## src/rtl/seg7_scan_sched.sv

```systemverilog
// seg7_scan_sched
// ---------------------------------------------------------------------------
// Time-multiplexing scheduler for a common-anode seven-segment display with
// up to six digits. Digit codes are stored in a small register file written
// through a one-digit-per-cycle write port. The scanner walks the digits
// round-robin: each slot is SCAN_DIV clocks long, starting with BLANK_CYC
// dark clocks (anti-ghosting) followed by the drive phase for that digit.
//
// Ports
//   clk          system clock
//   rst          asynchronous, active-high reset
//   enable       1 = scan running, 0 = display dark (index back to digit 0)
//   wr_en        write strobe, one digit per cycle
//   wr_addr      digit index for the write (>= NUM_DIGITS ignored)
//   wr_data      {dp, hex[3:0]}
//   seg_n        {a,b,c,d,e,f,g,dp}, active-low, registered
//   seg7_decode  digit select, active-low, one-cold while driving, registered
//   frame_tick   one-cycle pulse on the edge that starts digit 0's slot
//
// Parameters
//   NUM_DIGITS   number of scanned digits (1..6); unused select bits stay high
//   SCAN_DIV     clocks per digit slot, blank time included
//   BLANK_CYC    dark clocks at the start of each slot, 1 <= BLANK_CYC < SCAN_DIV
//
// Optional build macro
//   SEG7_LEADING_ZERO_BLANK_EN  blank leading zero digits (value 0, dp 0,
//                               with all higher digits also 0/dp 0); digit 0
//                               is never blanked. Select timing is unchanged.
//
// Handshake: there is no flow control. A write is accepted on every edge
// where wr_en=1 and wr_addr < NUM_DIGITS; outputs change only on clk edges.
// ---------------------------------------------------------------------------
module seg7_scan_sched #(
  parameter int NUM_DIGITS = 6,
  parameter int SCAN_DIV   = 1024,
  parameter int BLANK_CYC  = 16
) (
  input  logic       clk,
  input  logic       rst,
  input  logic       enable,
  input  logic       wr_en,
  input  logic [2:0] wr_addr,
  input  logic [4:0] wr_data,
  output logic [7:0] seg_n,
  output logic [5:0] seg7_decode,
  output logic       frame_tick
);

  localparam int CW = $clog2(SCAN_DIV);

  localparam logic [CW-1:0] BLANK_LAST = CW'(BLANK_CYC - 1);
  localparam logic [CW-1:0] DRIVE_LAST = CW'(SCAN_DIV - BLANK_CYC - 1);
  localparam logic [2:0]    IDX_LAST   = 3'(NUM_DIGITS - 1);
  localparam logic [2:0]    ADDR_LIM   = 3'(NUM_DIGITS);

  typedef enum logic [1:0] {
    IDLE  = 2'd0,
    BLANK = 2'd1,
    DRIVE = 2'd2
  } state_t;

  state_t        state;
  logic [CW-1:0] slot_cnt;
  logic [2:0]    idx;
  logic [4:0]    shadow;
  logic          shadow_blank;

  logic [4:0]    ram [NUM_DIGITS];
  logic [4:0]    ram_view [NUM_DIGITS];
  logic          wr_ok;
  logic [4:0]    cur_code;
  logic          lz_blank;

  // Active-high {a,b,c,d,e,f,g} pattern for a hex digit.
  function automatic logic [6:0] hex7(input logic [3:0] v);
    logic [6:0] s;
    case (v)
      4'h0: s = 7'b1111110;
      4'h1: s = 7'b0110000;
      4'h2: s = 7'b1101101;
      4'h3: s = 7'b1111001;
      4'h4: s = 7'b0110011;
      4'h5: s = 7'b1011011;
      4'h6: s = 7'b1011111;
      4'h7: s = 7'b1110000;
      4'h8: s = 7'b1111111;
      4'h9: s = 7'b1111011;
      4'hA: s = 7'b1110111;
      4'hB: s = 7'b0011111;
      4'hC: s = 7'b1001110;
      4'hD: s = 7'b0111101;
      4'hE: s = 7'b1001111;
      default: s = 7'b1000111;
    endcase
    return s;
  endfunction

  // Active-low segment bus for a stored code, or all-off when blanked.
  function automatic logic [7:0] seg_of(input logic [4:0] code, input logic blank);
    logic [7:0] s;
    if (blank) s = 8'hFF;
    else       s = ~{hex7(code[3:0]), code[4]};
    return s;
  endfunction

  // Active-low one-cold select; indices above NUM_DIGITS-1 never occur, so
  // the unused upper select lines stay high.
  function automatic logic [5:0] sel_of(input logic [2:0] i);
    return ~(6'b000001 << i);
  endfunction

  assign wr_ok = wr_en && (wr_addr < ADDR_LIM);

  // Digit register file. Contents survive enable toggling.
  always_ff @(posedge clk or posedge rst) begin
    if (rst) begin
      for (int i = 0; i < NUM_DIGITS; i++) ram[i] <= 5'd0;
    end else if (wr_ok) begin
      ram[wr_addr] <= wr_data;
    end
  end

  // RAM contents as they will be after this edge: a write landing on the
  // same edge as the shadow latch is forwarded so the shadow captures it.
  always_comb begin
    for (int i = 0; i < NUM_DIGITS; i++) begin
      ram_view[i] = ram[i];
      if (wr_ok && (wr_addr == 3'(i))) ram_view[i] = wr_data;
    end
  end

  assign cur_code = ram_view[idx];

`ifdef SEG7_LEADING_ZERO_BLANK_EN
  // Blank when this digit and every higher digit is a plain zero.
  always_comb begin
    lz_blank = (idx != 3'd0);
    for (int i = 0; i < NUM_DIGITS; i++) begin
      if ((3'(i) >= idx) && (ram_view[i] != 5'd0)) lz_blank = 1'b0;
    end
  end
`else
  assign lz_blank = 1'b0;
`endif

  // Scan FSM. All outputs are registered here; enable low forces IDLE from
  // any state on the next edge.
  always_ff @(posedge clk or posedge rst) begin
    if (rst) begin
      state        <= IDLE;
      slot_cnt     <= '0;
      idx          <= 3'd0;
      shadow       <= 5'd0;
      shadow_blank <= 1'b0;
      seg_n        <= 8'hFF;
      seg7_decode  <= 6'h3F;
      frame_tick   <= 1'b0;
    end else begin
      frame_tick <= 1'b0;
      if (!enable) begin
        state       <= IDLE;
        slot_cnt    <= '0;
        idx         <= 3'd0;
        seg_n       <= 8'hFF;
        seg7_decode <= 6'h3F;
      end else begin
        case (state)
          IDLE: begin
            state       <= BLANK;
            slot_cnt    <= '0;
            idx         <= 3'd0;
            frame_tick  <= 1'b1;
            seg_n       <= 8'hFF;
            seg7_decode <= 6'h3F;
          end

          BLANK: begin
            if (slot_cnt == BLANK_LAST) begin
              // Shadow latch: the code shown for the whole drive phase.
              state        <= DRIVE;
              slot_cnt     <= '0;
              shadow       <= cur_code;
              shadow_blank <= lz_blank;
              seg_n        <= seg_of(cur_code, lz_blank);
              seg7_decode  <= sel_of(idx);
            end else begin
              slot_cnt <= slot_cnt + 1'b1;
            end
          end

          DRIVE: begin
            if (slot_cnt == DRIVE_LAST) begin
              state       <= BLANK;
              slot_cnt    <= '0;
              seg_n       <= 8'hFF;
              seg7_decode <= 6'h3F;
              if (idx == IDX_LAST) begin
                idx        <= 3'd0;
                frame_tick <= 1'b1;
              end else begin
                idx <= idx + 3'd1;
              end
            end else begin
              slot_cnt    <= slot_cnt + 1'b1;
              seg_n       <= seg_of(shadow, shadow_blank);
              seg7_decode <= sel_of(idx);
            end
          end

          default: begin
            state       <= IDLE;
            slot_cnt    <= '0;
            idx         <= 3'd0;
            seg_n       <= 8'hFF;
            seg7_decode <= 6'h3F;
          end
        endcase
      end
    end
  end

endmodule

```

## config.mk

```make
export PLATFORM = sky130hd
export DESIGN_NAME = seg7_scan_sched
export DESIGN_NICKNAME = d
export VERILOG_FILES = /design/src/rtl/seg7_scan_sched.sv
export SDC_FILE = /design/constraint.sdc
export NUM_CORES = 1
export LEC_CHECK = 0
export BUFFER_PORTS_ARGS = -buffer_cell sky130_fd_sc_hd__buf_2
export CELL_PAD_IN_SITES_DETAIL_PLACEMENT = 2
export CELL_PAD_IN_SITES_GLOBAL_PLACEMENT = 2
export CORE_MARGIN = 2
export CORE_UTILIZATION = 40
export DETAILED_ROUTE_END_ITERATION = 6
export MAX_ROUTING_LAYER = met4
export PLACE_DENSITY = 0.82
export SLEW_MARGIN = 20
export SYNTH_ARGS = -nofsm -noshare
export SYNTH_HDL_FRONTEND = slang
export SYNTH_SLANG_ARGS = --single-unit
```

## constraint.sdc

```tcl
create_clock -name clk -period 4.7 [get_ports clk]
set_input_delay 0.47 -clock clk [delete_from_list [all_inputs] [get_ports clk]]
set_output_delay 0.47 -clock clk [all_outputs]
set_load 0.01 [all_outputs]
```

# After elaboration in Yosys (flattened, before gate mapping)
# Memory sizes are Yosys's and may differ from the RTL's.
# Index checks and enable logic that the tools add are counted.
dict set report word_totals {
  reg_bits 65
  mem_bits_ro 224
  memories 2
}
dict set report op_classes {
  addsub 2
  magnitude_cmp 4
  n_eq_ne 13
  n_shift 1
  n_mux 42
  n_bitwise 5
  reduce_logical 13
}
# memory words width read_ports rd_ports_with_merged_regs write_ports line
set mem_list {}
lappend mem_list {{(no name shown)} 16 7 1 0 0 77} ;# case (v)
lappend mem_list {{(no name shown)} 16 7 1 0 0 77}
# cell n
set op_table {}
lappend op_table {{two-way mux 5 bit} 9}
lappend op_table {{two-way mux 7 bit} 6}
lappend op_table {{bitwise mux 30 bit} 1}
lappend op_table {{two-way mux 10 bit} 3}
lappend op_table {{two-way mux 8 bit} 3}
lappend op_table {{case mux 10 bit (2 select lines)} 1}
lappend op_table {{two-way mux 6 bit} 3}
lappend op_table {{NOT 8 bit} 2}
lappend op_table {{case mux 8 bit (2 select lines)} 1}
lappend op_table {{binary-select mux 5 bit (select 3 bit)} 1}
lappend op_table {{demux 5 bit (select 3 bit)} 1}
lappend op_table {{case mux 6 bit (2 select lines)} 1}
lappend op_table {{adder 10 x 1 -> 10 bit, second input constant} 1}
lappend op_table {{equality test 10 bit, second input constant} 1}
lappend op_table {{equality test 10 x 4 -> 1 bit, second input constant} 1}
lappend op_table {{equality test 3 bit, second input constant} 3}
lappend op_table {{two-way mux 3 bit} 3}
lappend op_table {{greater-or-equal comparator 4 bit, second input constant} 2}
lappend op_table {{logical AND 1 bit} 8}
lappend op_table {{NOT 3 -> 4 bit} 2}
lappend op_table {{equality test 3 x 2 -> 1 bit, second input constant} 2}
lappend op_table {{two-way mux 2 bit} 3}
lappend op_table {{inequality test 3 bit, second input constant} 2}
lappend op_table {{NOT 6 bit} 1}
lappend op_table {{other kinds (16)} 19}

# Logic depth before layout (Yosys ltp)
# Gate-level depths: netlist of run 1.
# An unclocked memory read counts as a cell.
dict set report depth {
  word_depth 15
  depth_mapped 13
  mapped_depth_nobuf 10
}

# Least setup slack after synthesis of run 1
# Ideal clock, no wire load.
dict set report synth_timing {
  path_kind {in2reg}
  from {in wr_en}
  to {reg seg_n[6]}
  arrival_time_ns 2.432
  t_required_ns 4.623
  setup_slack_ns 2.191
  stages 12
  n_path_buf 3
  cell_sequence {buf_6 > nor4bb_1 > buf_2 > mux2i_1 > o21ai_1 > a211oi_1 > or3_1 > buf_2 > inv_1 > ha_1 > nand4b_1 > a31oi_1}
}
dict set report synth_between {
  elab_chain_cells 14
  elab_cells_between_ends 24
  cone_classes {mux (15); bitwise (1); reduce/logical (7); memory (1)}
}
# item line
set synth_lines {}
lappend synth_lines {{start: declaration} 41} ;# input logic wr_en,
lappend synth_lines {{logical AND 1 bit *} 112} ;# assign wr_ok = wr_en && (wr_addr < ADDR_LIM);
lappend synth_lines {{logical AND 1 bit} 128} ;# if (wr_ok && (wr_addr == 3'(i))) ram_view[i] = wr_data;
lappend synth_lines {{two-way mux 5 bit} 128}
lappend synth_lines {{binary-select mux 5 bit (select 3 bit) *} 132} ;# assign cur_code = ram_view[idx];
lappend synth_lines {{two-way mux 5 bit (not written as such) * (2 in a row)} 132}
lappend synth_lines {{via cur_code[1]} 71} ;# logic [4:0] cur_code;
lappend synth_lines {{memory (16 x 7 bit) *} -}
lappend synth_lines {{two-way mux 7 bit *} 178} ;# if (slot_cnt == BLANK_LAST) begin
lappend synth_lines {{two-way mux 7 bit *} 167} ;# case (state)
lappend synth_lines {{two-way mux 7 bit *} 160} ;# if (!enable) begin
lappend synth_lines {{NOT 8 bit *} 102} ;# else s = ~{hex7(code[3:0]), code[4]};
lappend synth_lines {{two-way mux 8 bit *} 178}
lappend synth_lines {{case mux 8 bit (2 select lines) *} 167}
lappend synth_lines {{two-way mux 8 bit *} 160}
lappend synth_lines {{end signal: assignment} 184} ;# seg_n <= seg_of(cur_code, lz_blank);
lappend synth_lines {{end signal: assignment} 205} ;# seg_n <= seg_of(shadow, shadow_blank);
lappend synth_lines {{end: declaration} 44} ;# output logic [7:0] seg_n,
# The timed path passes the listed nets; every way through them passes the cells marked *. The select of a mux whose other input is x is not followed.
# A chain may end at the register's enable or synchronous reset.

# Worst setup path after layout of run 1
dict set report layout_timing {
  from {reg idx[1]}
  to {reg seg_n[3]}
}
dict set report layout_between {
  elab_chain_cells 12
}
# item line
set layout_lines {}
lappend layout_lines {{start: declaration} 64} ;# logic [2:0] idx;
lappend layout_lines {{start signal: assignment} 201} ;# idx <= idx + 3'd1;
lappend layout_lines {{NOT 3 -> 4 bit (not written as such)} 132}
lappend layout_lines {{binary-select mux 5 bit (select 3 bit)} 132}
lappend layout_lines {{two-way mux 5 bit (not written as such) (2 in a row)} 132}
lappend layout_lines {{memory (16 x 7 bit)} -}
lappend layout_lines {{two-way mux 7 bit} 178}
lappend layout_lines {{two-way mux 7 bit} 167}
lappend layout_lines {{two-way mux 7 bit} 160}
lappend layout_lines {{NOT 8 bit} 102}
lappend layout_lines {{two-way mux 8 bit} 178}
lappend layout_lines {{case mux 8 bit (2 select lines)} 167}
lappend layout_lines {{two-way mux 8 bit} 160}
# No other way between the ends. The select of a mux whose other input is x is not followed.

==> summary.txt, run 1 <==
STA
  • Clock skew: 0.0149 ns
  • Final Setup Violations: 0
  • Setup TNS: 0 ns
  • RSZ-0062 raised after global routing: false
  • Worst Max-Slew Pin Slew: 0.814 ns
  • Crit path time final: 3.21 ns
  • Part of the cycle the worst path needs: 68.3%
  • Max Clock Freq: 311 MHz
  • Max Slew Vio Count: 0
  • Worst slew margin: 45.7%
  • Final Hold Fails: 0

Floorplanning
  • Core ar.: 0.00964 mm^2
  • Die height: 103 um
  • Initial Util: 40.8%
  • Row cnt: 36
  • I/O pin count: 27
  • DIE AREA: 0.0106 mm^2
  • Die X: 103 um

Outcome
  • Status: completed

Clocking
  • Inserted Clock Buffers: 9
  • Clk sink count: 65
  • Post-CTS sizing: 0
  • Post-CTS Setup Inserts: 0
  • Clock Latency Late Sink: 0.35 ns
  • CTS tree: yes
  • H-tree Lvls: 3
  • Reg clk slew, reported paths: 0.08 ns
  • Clock root cell: clkbuf_8
  • Clock Path Buffers: 2
  • Post-CTS Hold Buffers: 0

Setup path
  • Crit path buffers/inverters: 2
  • CP Data Required Time: 4.97 ns
  • Most used cell, CP: a211oi_1
  • Arrival time worst endpoint: 3.48 ns
  • Setup CP Type: register to register
  • Cell type of the slowest stage on the worst timing path: dfrtp_1
  • Crit path launch type: register
  • Crit Path Max Fanout: 19
  • Crit-path cells: clkinv_1 -> mux2i_1 -> o21ai_1 -> a211oi_1 -> or3_1 -> inv_1 -> ha_1 -> nor3b_1 -> a211oi_1 -> nor2_1
  • Worst Setup End Kind: register
  • Max incr delay on CP: 0.76 ns
  • Largest delay contributor family on the critical path: flip-flops

Drt
  • Via count: 3070
  • Routed len/inst: 20.8 um
  • Total Wirelength: 11300 um
  • # DRC: 0
  • Routed Antenna Nets: 0
  • TritonRoute pass-1 iters: 4
  • Initial DRC count: 116
  • Vias per std cell: 5.64

Power
  • P_int: 1.18 mW
  • Worst vdd rail ir drop: 127 uV
  • Power Dens Cells: 410 mW/mm^2
  • P_sw: 0.589 mW
  • Total Power: 1.77 mW
  • Clock power frac: 30.3%
  • Switching share of power: 33.2%
  • Logic pwr share: 28.3%
  • Leakage power: 1.87 nW
  • Flop pwr share: 41.4%

Synthesis
  • Synthesis Warnings: 0
  • Syn Nets: 419
  • Cell Area, Synth: 0.00393 mm^2
  • Library cells used by synthesis: 71
  • Yosys reg bits: 65
  • Synth area leader: dfrtp_1
  • Main synth FF type: dfrtp_1
  • Cells after Synth: 389
  • FFs w/ async S/R, synth: 100%
  • Share of the synthesized area in the top cell type: 32.5%
  • Syn avg cell area: 10.1 um^2
  • Dominant cells by area after synthesis: dfrtp_1, dfstp_2, mux2_2
  • Seq/Total Area, Yosys: 41.8%
  • Post-synth EDFFs: 0

Layout
  • Non-filler cells, final: 544
  • Inserted Diodes: 0
  • Layout area overhead: 10.1%
  • Most common cell after layout, fill and taps aside: dfrtp_1
  • Final core occ: 44.9%
  • Final #Nets: 436
  • Layout cells sized above 1: 23.4%
  • Fillers: 1033
  • Most frequent cells in the layout: dfrtp_1, nor2_1, nand2_1
  • Design area: 0.00432 mm^2

GRT
  • GRT Util Overall: 23.6%
  • Top Usage Layer GRT: met2
  • Met3 Track Usage GR: 3.80%
  • GRT met2 Usage: 38.2%
  • Initial antenna violation count: 0
  • Vias in the first global route: 3274
  • Largest net degree at the start of global routing: 35
  • First-pass GRT wire length: 18400 um
  • Grt total ovfl: 0
  • M1 GR Usage: 31.6%

Placed design
  • IO Port Bufs: 26
  • Placed cell area: 0.00411 mm^2
  • GPL Wtd Cong: 0.842
  • Dpl hpwl: 7850 um
  • Cells after DPL: 528

Hold path
  • Hold Path Class: input pin to asynchronous set/reset pin

Run
  • Max cap viols: 0
## worst paths after layout
check	startpoint	endpoint	slack [ns]	cells past startpoint
worst min register to register	slot_cnt[0]	slot_cnt[0]	0.46	1
worst max register to register	idx[1]	seg_n[3]	1.49	10
worst min-delay path	rst	slot_cnt[1]	0.22	2
max in group asynchronous	rst	ram[28]	3.55	3
worst max-delay path	idx[1]	seg_n[3]	1.49	10
min in group clk	wr_data[3]	ram[23]	0.42	3
## per-layer routing
| layer | vias up | share of wire, % | wire length (um) |
|---|---|---|---|
| li1 | 1419 | - | - |
| met1 | 1595 | 46 | 5210 |
| met2 | 47 | 50 | 5670 |
| met3 | 9 | 2.7 | 309 |
| met4 | 0 | 0.94 | 106 |
| met5 | - | 0 | 0 |
## synth_stat cells (all sizes together), types with 4 or more instances
| cell type | n |
|---|---|
| o22a | 8 |
| mux2 | 22 |
| nand3 | 7 |
| a31oi | 5 |
| and3 | 7 |
| clkbuf | 9 |
| dfrtp | 51 |
| xor2 | 4 |
| a21oi | 16 |
| nand3b | 4 |
| nand2b | 4 |
| dfstp | 14 |
| nor2b | 5 |
| ha | 18 |
| a211oi | 4 |
| xnor2 | 8 |
| nor2 | 39 |
| o21a | 5 |
| nand2 | 38 |
| inv | 18 |
| nand4b | 5 |
| o21ai | 12 |
| nor3 | 4 |
| mux2i | 10 |
| or3 | 5 |
| nand4 | 6 |
| buf | 14 |
## power groups by stage
| stage | clock network [mW] | registers, mW | logic [mW] |
|---|---|---|---|
| final | 0.537 | 0.735 | 0.501 |
| after global routing | 0.574 | 0.750 | 0.554 |
| after CTS | 0.545 | 0.736 | 0.504 |
| after detailed placement | 0 | 0.745 | 0.491 |
| after global placement | 0 | 0.739 | 0.469 |
| after floorplan | 0 | 0.754 | 0.335 |
## layout make-up
type,instances,area (um^2),share of cell area [%]
clock inverters,7,95.1,2.20
multi-input cells,282,2070,47.9
clock buffers,9,124,2.86
well taps,133,166,3.85
repair buffers,29,153,3.53
inverters,19,71.3,1.65
flip-flops and latches,65,1640,38.0
## sequential cells by signal (all words and copies together), names as in the netlist
name / flops
idx: 3
ram: 30
seg7_decode: 6
frame_tick: 1
state: 2
shadow: 5
seg_n: 8
slot_cnt: 10
## worst reg2reg max path, delay by kind of cell, from the launching register on
family / cells / cell delay [ns]
DFF: 1 / 0.76
AOI/OAI and AO/OA: 3 / 0.69
buffers and inverters: 2 / 0.58
muxes: 1 / 0.31
and+or+nand+nor: 3 / 0.56
adders and majority gates: 1 / 0.26
## cells by family after synthesis
group	Yosys count	share of synthesized area (%)
compound gates	77	13.8
xor+xnor	12	2.68
fa+ha+maj	18	5.73
buf+inv	42	5.45
flops	65	41.8
mux	33	9.52
simple gates	142	21.0
## through the flow
step           hold WS, ns  setup slack, ns
2_1_floorplan        0.425             2.19
3_3_place_gp         0.441             1.71
3_5_place_dp         0.459             1.55
4_1_cts              0.252             1.48
5_1_grt              0.260             1.11
6_report             0.218             1.49
Note: power is estimated with default switching activity, not from simulation.
==> run 2: changes to the inputs <==
--- a/config.mk
+++ b/config.mk
@@ -9,10 +9,10 @@
 export CELL_PAD_IN_SITES_DETAIL_PLACEMENT = 2
 export CELL_PAD_IN_SITES_GLOBAL_PLACEMENT = 2
 export CORE_MARGIN = 2
-export CORE_UTILIZATION = 40
+export CORE_UTILIZATION = 36
 export DETAILED_ROUTE_END_ITERATION = 6
 export MAX_ROUTING_LAYER = met4
-export PLACE_DENSITY = 0.82
+export PLACE_DENSITY = 0.78
 export SLEW_MARGIN = 20
 export SYNTH_ARGS = -nofsm -noshare
 export SYNTH_HDL_FRONTEND = slang
==> constraint.sdc (replaced) <==
create_clock -name clk -period 2.8 [get_ports clk]
set_input_delay 0.28 -clock clk [delete_from_list [all_inputs] [get_ports clk]]
set_output_delay 0.28 -clock clk [all_outputs]
set_load 0.01 [all_outputs]
==> run 2 against run 1 <==
The run now ends with negative hold slack left. Critical path depth unchanged. First-iteration DRC count up 17%. Non-clock buffer count increased by 21. Via count rose by 2.8%. Register-to-register slack lost 1.3 ns. Critical path type unchanged. Critical endpoint unchanged.
==> summary.txt, run 2 (synthesis gave the netlist of run 1 again) <==
Outcome
  • Violated checks: negative hold slack
  • Status: finished, violations left

STA
  • Final Hold Fails: 11
  • Final Setup Violations: 0
  • Clock skew: 0.00829 ns
  • Max Clock Freq: 385 MHz
  • RSZ-0062 raised after global routing: false
  • Crit path time final: 2.60 ns
  • Max Slew Vio Count: 0
  • Part of the cycle the worst path needs: 92.7%
  • Worst slew margin: 59.2%
  • Setup TNS: 0 ns
  • WHS: -0.00614 ns
  • Worst Max-Slew Pin Slew: 0.611 ns
  • Worst Slack Setup Final: 0.203 ns

Drt
  • Routed len/inst: 19.5 um
  • Via count: 3156
  • Vias per std cell: 5.52
  • Routed Antenna Nets: 0
  • Initial DRC count: 136
  • TritonRoute pass-1 iters: 4
  • # DRC: 0
  • Total Wirelength: 11200 um

GRT
  • First-pass GRT wire length: 18600 um
  • Vias in the first global route: 3469
  • Grt total ovfl: 0
  • Initial antenna violation count: 0
  • Largest net degree at the start of global routing: 27
  • GRT Util Overall: 21.3%

Setup path
  • Crit Path Max Fanout: 11
  • Worst Setup End Kind: register
  • Arrival time worst endpoint: 2.89 ns
  • Most used cell, CP: a211oi_1
  • Crit-path cells: clkinv_1 -> mux2i_1 -> o21ai_1 -> a211oi_1 -> or3_1 -> inv_1 -> ha_1 -> nor3b_1 -> a211oi_1 -> nor2_1
  • Crit path launch type: register
  • Setup CP Type: register to register
  • Max incr delay on CP: 0.60 ns
  • Cell type of the slowest stage on the worst timing path: dfrtp_1
  • CP Data Required Time: 3.09 ns

Placed design
  • GPL Wtd Cong: 0.880
  • Place WS: 0.00777 ns
  • Dpl hpwl: 8210 um
  • IO Port Bufs: 26
  • Placed cell area: 0.00430 mm^2

Layout
  • Layout cells sized above 1: 26.6%
  • Inserted Diodes: 0
  • Most frequent cells in the layout: dfrtp_1, nor2_1, nand2_1
  • Layout area overhead: 13.8%
  • Max reg flops: 30
  • Most common cell after layout, fill and taps aside: dfrtp_1
  • Design area: 0.00447 mm^2
  • Regs by FF count: ram: 30 flops, slot_cnt: 10 flops, seg_n: 8 flops
  • Largest register by flop count: ram
  • Fillers: 1189
  • Final #Nets: 457
  • Final core occ: 41.6%

Clocking
  • Reg clk slew, reported paths: 0.08 ns
  • Post-CTS sizing: 0
  • Clock Latency Late Sink: 0.36 ns
  • CTS tree: yes
  • Clk sink count: 65
  • Inserted Clock Buffers: 9
  • Clock root cell: clkbuf_8
  • Post-CTS Setup Inserts: 0
  • H-tree Lvls: 3
  • Post-CTS Hold Buffers: 0
  • Clock Path Buffers: 2

Power
  • Power Dens Cells: 635 mW/mm^2
  • Worst vdd rail ir drop: 208 uV
  • Leakage power: 1.97 nW

Floorplanning
  • Core ar.: 0.0107 mm^2
  • DIE AREA: 0.0118 mm^2
  • Die height: 108 um
  • Die X: 108 um
  • Row cnt: 38
  • I/O pin count: 27
  • Initial Util: 36.6%

Hold path
  • Hold Path Class: input pin to asynchronous set/reset pin

Run
  • Max cap viols: 0
==> run 2: cell count changes in the layout (fill, tap and decap cells not counted), sizes merged <==
cell	before	now
clkinv	5	4
bufinv	2	0
clkbuf	9	13
clkinvlp	1	0
buf	29	50
==> run 2: area by class of cell <==
class | count | area [um^2] | share of cell area, %
well taps | 140 | 175 | 3.92
clock inverters | 3 | 15.0 | 0.336
clock buffers | 13 | 159 | 3.55
multi-input cells | 282 | 2070 | 46.3
flip-flops and latches | 65 | 1640 | 36.8
repair buffers | 50 | 335 | 7.50
inverters | 19 | 71.3 | 1.60
==> run 2: worst max-delay path: cells and delay by family, from the launching register on <==
kind	cells	cell delay [ns]
AOI/OAI and AO/OA	3	0.69
DFF	1	0.60
and+or+nand+nor	3	0.47
buffers and inverters	2	0.27
muxes	1	0.25
adders and majority gates	1	0.25
==> run 2: stage by stage <==
stage / hold slack [ns] / total power, mW / cells
CTS: 0.0126 / 2.87 / 572
detailed placement: 0.392 / 2.12 / 556
global route: 0.0400 / 3.02 / 572
global placement: 0.393 / 2.08 / 556
finish: -0.00614 / 2.84 / 572
floorplan: 0.385 / 1.83 / 389
==> run 2: routing by layer <==
layer  routed length (um)  part of all wire [%]  global-route usage [%]
met2                 5540                    50                    34.6
met4                  208                   1.9                    6.96
met1                 5150                    46                    27.1
met5                    0                     0                       -
met3                  273                   2.4                    3.56
==> run 2: report_power, final <==
| group | internal, mW | switching [mW] |
|---|---|---|
| Clock | 0.366 | 0.373 |
| Sequential | 1.15 | 0.0831 |
| Combinational | 0.378 | 0.485 |
==> run 2: worst paths after layout <==
| kind | from | to | slack [ns] | cells past startpoint |
|---|---|---|---|---|
| max | idx[1] | seg_n[3] | 0.20 | 10 |
| min | rst | ram[21] | -0.006 | 2 |
| max reg2reg | idx[1] | seg_n[3] | 0.20 | 10 |
| min reg2reg | slot_cnt[0] | slot_cnt[0] | 0.46 | 1 |
| max in group asynchronous | rst | seg_n[1] | 1.97 | 3 |
| min in group clk | enable | frame_tick | 0.23 | 2 |
